===== src/rtl/usrt_bus_ctrl.sv =====
// usrt_bus_ctrl: APB-style slave front-end for the USRT.
// Sequences each bus access (setup -> access -> optional TX wait -> response),
// decodes the 2-bit register address into status/config write, TX load and
// RX pop strobes, inserts wait states while the transmitter is busy, and owns
// the interrupt flag/enable register.
//
// Ports:
//   i_Pclk, i_Reset            clock, synchronous active-high reset
//   i_Psel, i_Enable, i_Pwrite bus control (setup/access phases)
//   i_Paddr, i_Data            register address, write data
//   o_Rdata, o_Ready, o_Slverr bus response (valid while o_Ready = 1)
//   i_Status                   status register value (addr 0 read)
//   i_Tx_Busy                  transmitter busy
//   i_Rx_Full, i_Rx_Data       receiver holds a byte / the byte
//   o_Cfg_Wr, o_Cfg_Data       status register write strobe and data
//   o_Tx_Start, o_Tx_Data      transmitter load strobe and held byte
//   o_Rx_Ack                   receiver pop strobe
//   o_Irq                      interrupt line
module usrt_bus_ctrl #(
    parameter int unsigned MAX_WAIT = 16,
    parameter int unsigned WAIT_W   = 5
) (
    input  logic       i_Pclk,
    input  logic       i_Reset,
    input  logic       i_Psel,
    input  logic       i_Enable,
    input  logic       i_Pwrite,
    input  logic [1:0] i_Paddr,
    input  logic [7:0] i_Data,
    output logic [7:0] o_Rdata,
    output logic       o_Ready,
    output logic       o_Slverr,
    input  logic [7:0] i_Status,
    input  logic       i_Tx_Busy,
    input  logic       i_Rx_Full,
    input  logic [7:0] i_Rx_Data,
    output logic       o_Cfg_Wr,
    output logic [7:0] o_Cfg_Data,
    output logic       o_Tx_Start,
    output logic [7:0] o_Tx_Data,
    output logic       o_Rx_Ack,
    output logic       o_Irq
);

    typedef enum logic [1:0] {
        IDLE   = 2'd0,
        ACCESS = 2'd1,
        TXWAIT = 2'd2,
        RESP   = 2'd3
    } state_t;

    state_t            state, state_nxt;
    logic [WAIT_W-1:0] wait_cnt, wait_cnt_nxt;
    logic [1:0]        flag, flag_nxt;
    logic [1:0]        en, en_nxt;
    logic [1:0]        flag_clr;
    logic [1:0]        flag_set;
    logic              rx_full_q, tx_busy_q;

    logic [7:0]        rdata_nxt, cfg_data_nxt, tx_data_nxt;
    logic              ready_nxt, slverr_nxt, cfg_wr_nxt, tx_start_nxt, rx_ack_nxt;

    // Next state, and the response/strobe values that become visible in RESP.
    always_comb begin
        state_nxt    = state;
        wait_cnt_nxt = wait_cnt;
        en_nxt       = en;
        flag_clr     = 2'b00;
        rdata_nxt    = 8'h00;
        ready_nxt    = 1'b0;
        slverr_nxt   = 1'b0;
        cfg_wr_nxt   = 1'b0;
        cfg_data_nxt = o_Cfg_Data;
        tx_start_nxt = 1'b0;
        tx_data_nxt  = o_Tx_Data;
        rx_ack_nxt   = 1'b0;

        case (state)
            IDLE: begin
                wait_cnt_nxt = '0;
                // Only a genuine setup phase starts a transfer.
                if (i_Psel && !i_Enable) begin
                    state_nxt = ACCESS;
                end
            end

            ACCESS: begin
                if (!i_Psel) begin
                    state_nxt = IDLE;
                end else if (i_Enable) begin
                    if (i_Pwrite && (i_Paddr == 2'd1) && i_Tx_Busy) begin
                        state_nxt    = TXWAIT;
                        wait_cnt_nxt = WAIT_W'(1);
                    end else begin
                        state_nxt = RESP;
                        ready_nxt = 1'b1;
                        case ({i_Pwrite, i_Paddr})
                            3'b100: begin
                                cfg_wr_nxt   = 1'b1;
                                cfg_data_nxt = i_Data;
                            end
                            3'b000: rdata_nxt = i_Status;
                            3'b101: begin
                                tx_start_nxt = 1'b1;
                                tx_data_nxt  = i_Data;
                            end
                            3'b001: rdata_nxt = o_Tx_Data;
                            3'b010: begin
                                if (i_Rx_Full) begin
                                    rdata_nxt  = i_Rx_Data;
                                    rx_ack_nxt = 1'b1;
                                end else begin
                                    slverr_nxt = 1'b1;
                                end
                            end
                            3'b110: slverr_nxt = 1'b1;
                            3'b011: rdata_nxt = {2'b00, en, 2'b00, flag};
                            3'b111: begin
                                en_nxt   = i_Data[5:4];
                                flag_clr = i_Data[1:0];
                            end
                            default: ;
                        endcase
                    end
                end
            end

            TXWAIT: begin
                if (!i_Psel) begin
                    state_nxt = IDLE;
                end else if (!i_Tx_Busy) begin
                    state_nxt    = RESP;
                    ready_nxt    = 1'b1;
                    tx_start_nxt = 1'b1;
                    tx_data_nxt  = i_Data;
                end else if (wait_cnt == WAIT_W'(MAX_WAIT)) begin
                    // Transmitter never freed up: give up with an error.
                    state_nxt  = RESP;
                    ready_nxt  = 1'b1;
                    slverr_nxt = 1'b1;
                end else begin
                    wait_cnt_nxt = wait_cnt + WAIT_W'(1);
                end
            end

            RESP: state_nxt = IDLE;

            default: state_nxt = IDLE;
        endcase

        // flag0: rising edge of rx_full; flag1: falling edge of tx_busy. Set wins.
        flag_set = {~i_Tx_Busy & tx_busy_q, i_Rx_Full & ~rx_full_q};
        flag_nxt = (flag & ~flag_clr) | flag_set;
    end

    // State, IRQ bookkeeping and registered outputs.
    always_ff @(posedge i_Pclk) begin
        if (i_Reset) begin
            state      <= IDLE;
            wait_cnt   <= '0;
            flag       <= 2'b00;
            en         <= 2'b00;
            rx_full_q  <= 1'b0;
            tx_busy_q  <= 1'b0;
            o_Rdata    <= 8'h00;
            o_Ready    <= 1'b0;
            o_Slverr   <= 1'b0;
            o_Cfg_Wr   <= 1'b0;
            o_Cfg_Data <= 8'h00;
            o_Tx_Start <= 1'b0;
            o_Tx_Data  <= 8'h00;
            o_Rx_Ack   <= 1'b0;
            o_Irq      <= 1'b0;
        end else begin
            state      <= state_nxt;
            wait_cnt   <= wait_cnt_nxt;
            flag       <= flag_nxt;
            en         <= en_nxt;
            rx_full_q  <= i_Rx_Full;
            tx_busy_q  <= i_Tx_Busy;
            o_Rdata    <= rdata_nxt;
            o_Ready    <= ready_nxt;
            o_Slverr   <= slverr_nxt;
            o_Cfg_Wr   <= cfg_wr_nxt;
            o_Cfg_Data <= cfg_data_nxt;
            o_Tx_Start <= tx_start_nxt;
            o_Tx_Data  <= tx_data_nxt;
            o_Rx_Ack   <= rx_ack_nxt;
            o_Irq      <= |(flag & en);
        end
    end

endmodule


===== config.mk =====
export PLATFORM = sky130hd
export DESIGN_NAME = usrt_bus_ctrl
export DESIGN_NICKNAME = d
export VERILOG_FILES = /design/src/rtl/usrt_bus_ctrl.sv
export SDC_FILE = /design/constraint.sdc
export NUM_CORES = 1
export LEC_CHECK = 0
export ABC_AREA = 1
export BUFFER_PORTS_ARGS = -buffer_cell sky130_fd_sc_hd__buf_2
export CAP_MARGIN = 20
export CORE_MARGIN = 1.5
export CORE_UTILIZATION = 30
export DETAILED_ROUTE_END_ITERATION = 8
export HOLD_SLACK_MARGIN = 0.1
export MAX_ROUTING_LAYER = met4
export PLACE_DENSITY = 0.47
export REMOVE_ABC_BUFFERS = 1
export SLEW_MARGIN = 10
export SYNTH_ARGS = -nofsm -noshare
export SYNTH_HDL_FRONTEND = slang
export SYNTH_SLANG_ARGS = --single-unit

===== constraint.sdc =====
create_clock -name i_Pclk -period 3.2 [get_ports i_Pclk]
set_clock_uncertainty 0.15 [all_clocks]
set_input_delay 0.16 -clock i_Pclk [delete_from_list [all_inputs] [get_ports i_Pclk]]
set_output_delay 0.16 -clock i_Pclk [all_outputs]
set_load 0.05 [all_outputs]

==> metrics.txt, run 1 <==
Resized cells post-CTS 0; commonest non-fill, non-tap cell in the layout nand2_1; Slew @ Worst Pin 604 ps; DR pass1 iterations 4; via count between 2,000 and 2,500; H-tree Lvls 2; Die X 88.4 um; post-route minimum period between 2000 and 2500 ps; port buffer count 62; Post-Synthesis Cell Area between 2000 and 2500 um2; VDD IR max ~270 uV; row count 30; Rel. slew slack 0.597; Layout fillers approximately 770; Routed WL between 5 and 6 mm; Worst Hold Class in -> reg; warnings from Yosys 0; share of cells above drive strength 1 0.230; clock tree from TritonCTS built; final slew viol count 0; initial antenna violation count 0; area growth from synthesis to layout 38.0%; Async SR Flop Fraction 0; Root Buffer clkbuf_8; fmax approximately 0.42 GHz; GP Congestion 0.826; library cells used by synthesis 31; gr usage total 0.165; Core Area 6910 um2; fin area between 3000 and 4000 um2; die height slightly below 90 um; Placement Setup Slack approximately 1200 ps; drc violations 0; Primary FF master, synth dfxtp_1; setup_tns 0 ps; leakage ~1.4 nW; worst setup path class in -> reg; Ports 63; First DRT Iteration DRCs between 70 and 80; Num CTS Buffers 5; status completed; layout net count between 400 and 500; setup bufs post-CTS 0; DP Area around 2600 um2; instance count of the mapped netlist approximately 320; worst reg-to-reg path cell count 9; Crit Path Max Fanout 18; Antenna Cells 0; dpl cells 465; hpwl dp around 4.4 mm; DIE AREA around 8000 um2; RSZ-0062 raised after global routing false; gr ovfl total 0; Clock Tree Buf Depth 2; startpoint types input pin; P per Cell Area ~630 nW/um2; Initial Util 0.317; Fin. Hold Viols 0; register area share after synthesis 0.394; fin worst setup slack about 800 ps; Setup violations, final 0; vias in the first global route between 2,000 and 2,500; clock sink count 43; WP data required ~3300 ps; fin crit share 0.751; synthesized flop and latch total between 40 and 50; Avg Inst Size Synth ~6.9 um2; number of synthesized flops with an enable pin 0; Max Cap Viol 0; worst-skew pair later-pin latency ~300 ps; first-pass GRT wire length 9.67 mm; arrival time worst endpoint about 2500 ps; Final Non-Filler Cells 505; Tot Pwr ~0.0019 W; Hold Path Stages 3; CTS clk-pin slew, worst paths ~80 ps; Routed Antenna Nets 0; commonest cells after routing, fill and taps aside 77 x nand2_1, 62 x buf_2, 46 x nor2_1; number of vias per cell 4.39; Critical Path End Type flip-flop; pin count of the biggest net entering global routing 19; Avg WL per Cell roughly 12 um; Hold-fix buffers, CTS 32
-- metal layers --
layer,part of all wire,global-route usage
met3,0.049,0.0354
met5,0,-
met4,0.011,0.0455
met1,0.48,0.196
met2,0.46,0.282
-- cell type report --
class,instances,area (um2),area share
sequential,43,861,0.285
tap,96,120,0.0398
multi-input combinational,220,1110,0.367
clock buffer,6,72.6,0.0240
timing repair buffer,94,631,0.209
clock inverter,2,60.1,0.0199
inverter,44,168,0.0555
-- state kept, by name, indices dropped and copies added, names as in the netlist --
| signal | flops |
|---|---|
| o_Tx_Data | 8 |
| o_Cfg_Data | 8 |
| o_Slverr | 1 |
| o_Irq | 1 |
| o_Rdata | 8 |
| wait_cnt | 5 |
| flag | 2 |
| rx_full_q | 1 |
| o_Tx_Start | 1 |
| o_Ready | 1 |
| tx_busy_q | 1 |
| o_Rx_Ack | 1 |
| state | 2 |
| en | 2 |
| o_Cfg_Wr | 1 |
-- path summary, 6_finish.rpt --
kind | end | slack (ps) | start
max | o_Ready$_SDFF_PP0_ | 800 | i_Reset
min | o_Cfg_Data[2]$_SDFFE_PP0P_ | 130 | i_Pwrite
max reg2reg | o_Cfg_Wr$_SDFF_PP0_ | 860 | state[1]$_SDFFE_PP0P_
min reg2reg | flag[1]$_SDFF_PP0_ | 310 | tx_busy_q$_SDFF_PP0_
-- cell families after synthesis --
logic type,after synthesis,share of synthesized area
AOI/OAI and AO/OA,39,0.0967
adders and majority gates,7,0.0400
buffers and inverters,53,0.100
DFF,43,0.394
and+or+nand+nor,174,0.370
-- Yosys cell counts, types with 3 or more instances --
cell,n,area [um2]
o211ai_1,3,22.5
nor2_2,3,18.8
nand4_1,13,81.3
nand3_1,17,85.1
nand2_1,77,289
buf_2,5,25.0
dfxtp_1,43,861
inv_1,37,139
ha_1,7,87.6
nor2_1,46,173
inv_2,6,22.5
nor2_4,4,45.0
o21ai_0,15,75.1
a21oi_1,16,80.1
nand2_2,7,43.8
-- where the power goes --
group	switching, W	internal, W	leakage, nW
clock	0.000195	0.000312	0.0654
sequential	0.0000376	0.000596	0.349
combinational	0.000525	0.000239	1.03
-- stage by stage --
step                      hold WS [ps]  utilization
after floorplan                   79.1            -
after global placement             262        0.372
after detailed placement           269        0.372
after CTS                          119        0.437
after global routing               142        0.437
final                              125        0.437
-- worst max-delay path: stages --
cell and delay (ps):
dlygate4sd3_1 520, buf_2 240, inv_1 500, nand3_1 250
a211oi_1 250, dlygate4sd3_1 560
(Power assumes the default switching activity.)
==> inputs of run 2 (changes only) <==
- PLACE_DENSITY: 0.47 -> 0.49
- clock period: 3.2 -> 2 ns (I/O delays scaled with it)
==> metrics.txt, run 2 (synthesized netlist as in run 1, its figures left out) <==
Tot Pwr approximately 0.0028 W; Slew @ Worst Pin roughly 560 ps; area growth from synthesis to layout 39.2%; Num CTS Buffers 5; Final Non-Filler Cells ~500; Crit Path Max Fanout 5; Layout fillers between 700 and 800; Crit-path slowest cell dlygate4sd3_1; via count approximately 2,300; post-route minimum period around 1900 ps; worst reg-to-reg path cell count 10; P per Cell Area around 920 nW/um2; gr ovfl total 0; slowest stage delay, CP about 560 ps; worst-skew pair later-pin latency 300 ps; share of cells above drive strength 1 0.249; port buffer count slightly above 60; sequence of cells on the critical path dlygate4sd3_1, buf_2, inv_2, nor2_2, nand3_2, inv_2, nand2_1, nand3_1, dlygate4sd3_1, nand2_1, inv_1; Hold Path Stages 3; Rel. slew slack 0.624; Avg WL per Cell 12.0 um; GP Congestion 0.782; Setup violations, final 0; hpwl dp 4.40 mm; layout net count 456; fin crit share 0.935; CTS clk-pin slew, worst paths approximately 80 ps; Clock Tree Buf Depth 2; gr usage total 0.164; DIE AREA just under 8000 um2; Metal-1 WL between 2 and 3 mm; WL met2 ~2.9 mm; dpl cells 468; clock tree from TritonCTS built; drc violations 0; Antenna Cells 0; startpoint types input pin; commonest cells after routing, fill and taps aside 77 x nand2_1, 62 x buf_2, 45 x nor2_1; First DRT Iteration DRCs roughly 120; clock sink count 43; Root Buffer clkbuf_8; worst setup path class in -> reg; arrival time worst endpoint just under 2000 ps; Largest regs o_Cfg_Data (8), o_Rdata (8), o_Tx_Data (8); top sig layer met4; DP Area ~2600 um2; Critical Path End Type flip-flop; status completed; setup_tns 0 ps; Die X a little under 90 um; commonest non-fill, non-tap cell in the layout nand2_1; leakage between 1 and 1.5 nW; Buf/Inv on CP 6; Routed WL 6.15 mm; die height around 88 um; Hold Slack around 140 ps; Worst Hold Class in -> reg; H-tree Lvls 2; Max Cap Viol 0; first-pass GRT wire length 9.53 mm; VDD IR max between 400 and 500 uV; vias in the first global route between 2,000 and 2,500; fmax roughly 0.53 GHz; number of vias per cell 4.42; initial antenna violation count 0; fin area approximately 3000 um2; pin count of the biggest net entering global routing 18; row count 30; DR pass1 iterations 4; met3 routed WL between 300 and 400 um; delay-heaviest family, CP buffers and inverters; Ports 63; Routed Antenna Nets 0; Core Area roughly 6900 um2; final slew viol count 0; Initial Util 0.317; Fin. Hold Viols 0; RSZ-0062 raised after global routing false; Crit path depth 11; WP data required around 2100 ps
## run 2: area by class of cell
type | count | area (um2) | area share
Tap cell | 96 | 120 | 0.0395
Sequential cell | 43 | 861 | 0.283
Timing Repair Buffer | 102 | 693 | 0.228
Inverter | 44 | 168 | 0.0551
Clock inverter | 2 | 12.5 | 0.00411
Multi-Input combinational cell | 220 | 1120 | 0.367
Clock buffer | 6 | 72.6 | 0.0238
## run 2: tightest hold or removal path: stages
cell	delay, ps
buf_2	160
inv_1	190
nor4_1	90
## run 2: report_power, final
part           switching [W]  internal, W  total [W]
combinational       0.000848     0.000405    0.00125
sequential         0.0000535     0.000953    0.00101
clock               0.000310     0.000244   0.000555
## run 2: metrics by stage
stage | util | worst slack [ps]
2_1_floorplan | - | 388
4_1_cts | 0.435 | 30.1
5_1_grt | 0.441 | 15.2
6_report | 0.441 | 130
3_5_place_dp | 0.375 | 138
3_3_place_gp | 0.375 | 206
## run 2: worst paths after layout
| path | start | slack, ps | to |
|---|---|---|---|
| worst max register to register | state[0]$_SDFFE_PP0P_ | 230 | wait_cnt[0]$_SDFFE_PP0P_ |
| worst max-delay path | i_Paddr[1] | 130 | o_Rdata[7]$_SDFF_PP0_ |
| worst min-delay path | i_Pwrite | 140 | o_Cfg_Wr$_SDFF_PP0_ |
| worst min register to register | tx_busy_q$_SDFF_PP0_ | 300 | flag[1]$_SDFF_PP0_ |
## run 2: repair_timing
action	in CTS	in global routing
hold buffers	33	0
endpoints found under the setup margin	0	13
setup buffers	0	4
gates resized for setup	0	3
hold endpoints to repair	39	0
## run 2: routing by layer
| layer | vias up | GRT usage |
|---|---|---|
| li1 | 1195 | - |
| met3 | 7 | 0.0317 |
| met2 | 58 | 0.278 |
| met1 | 1010 | 0.194 |
| met5 | - | - |
| met4 | 0 | 0.0554 |
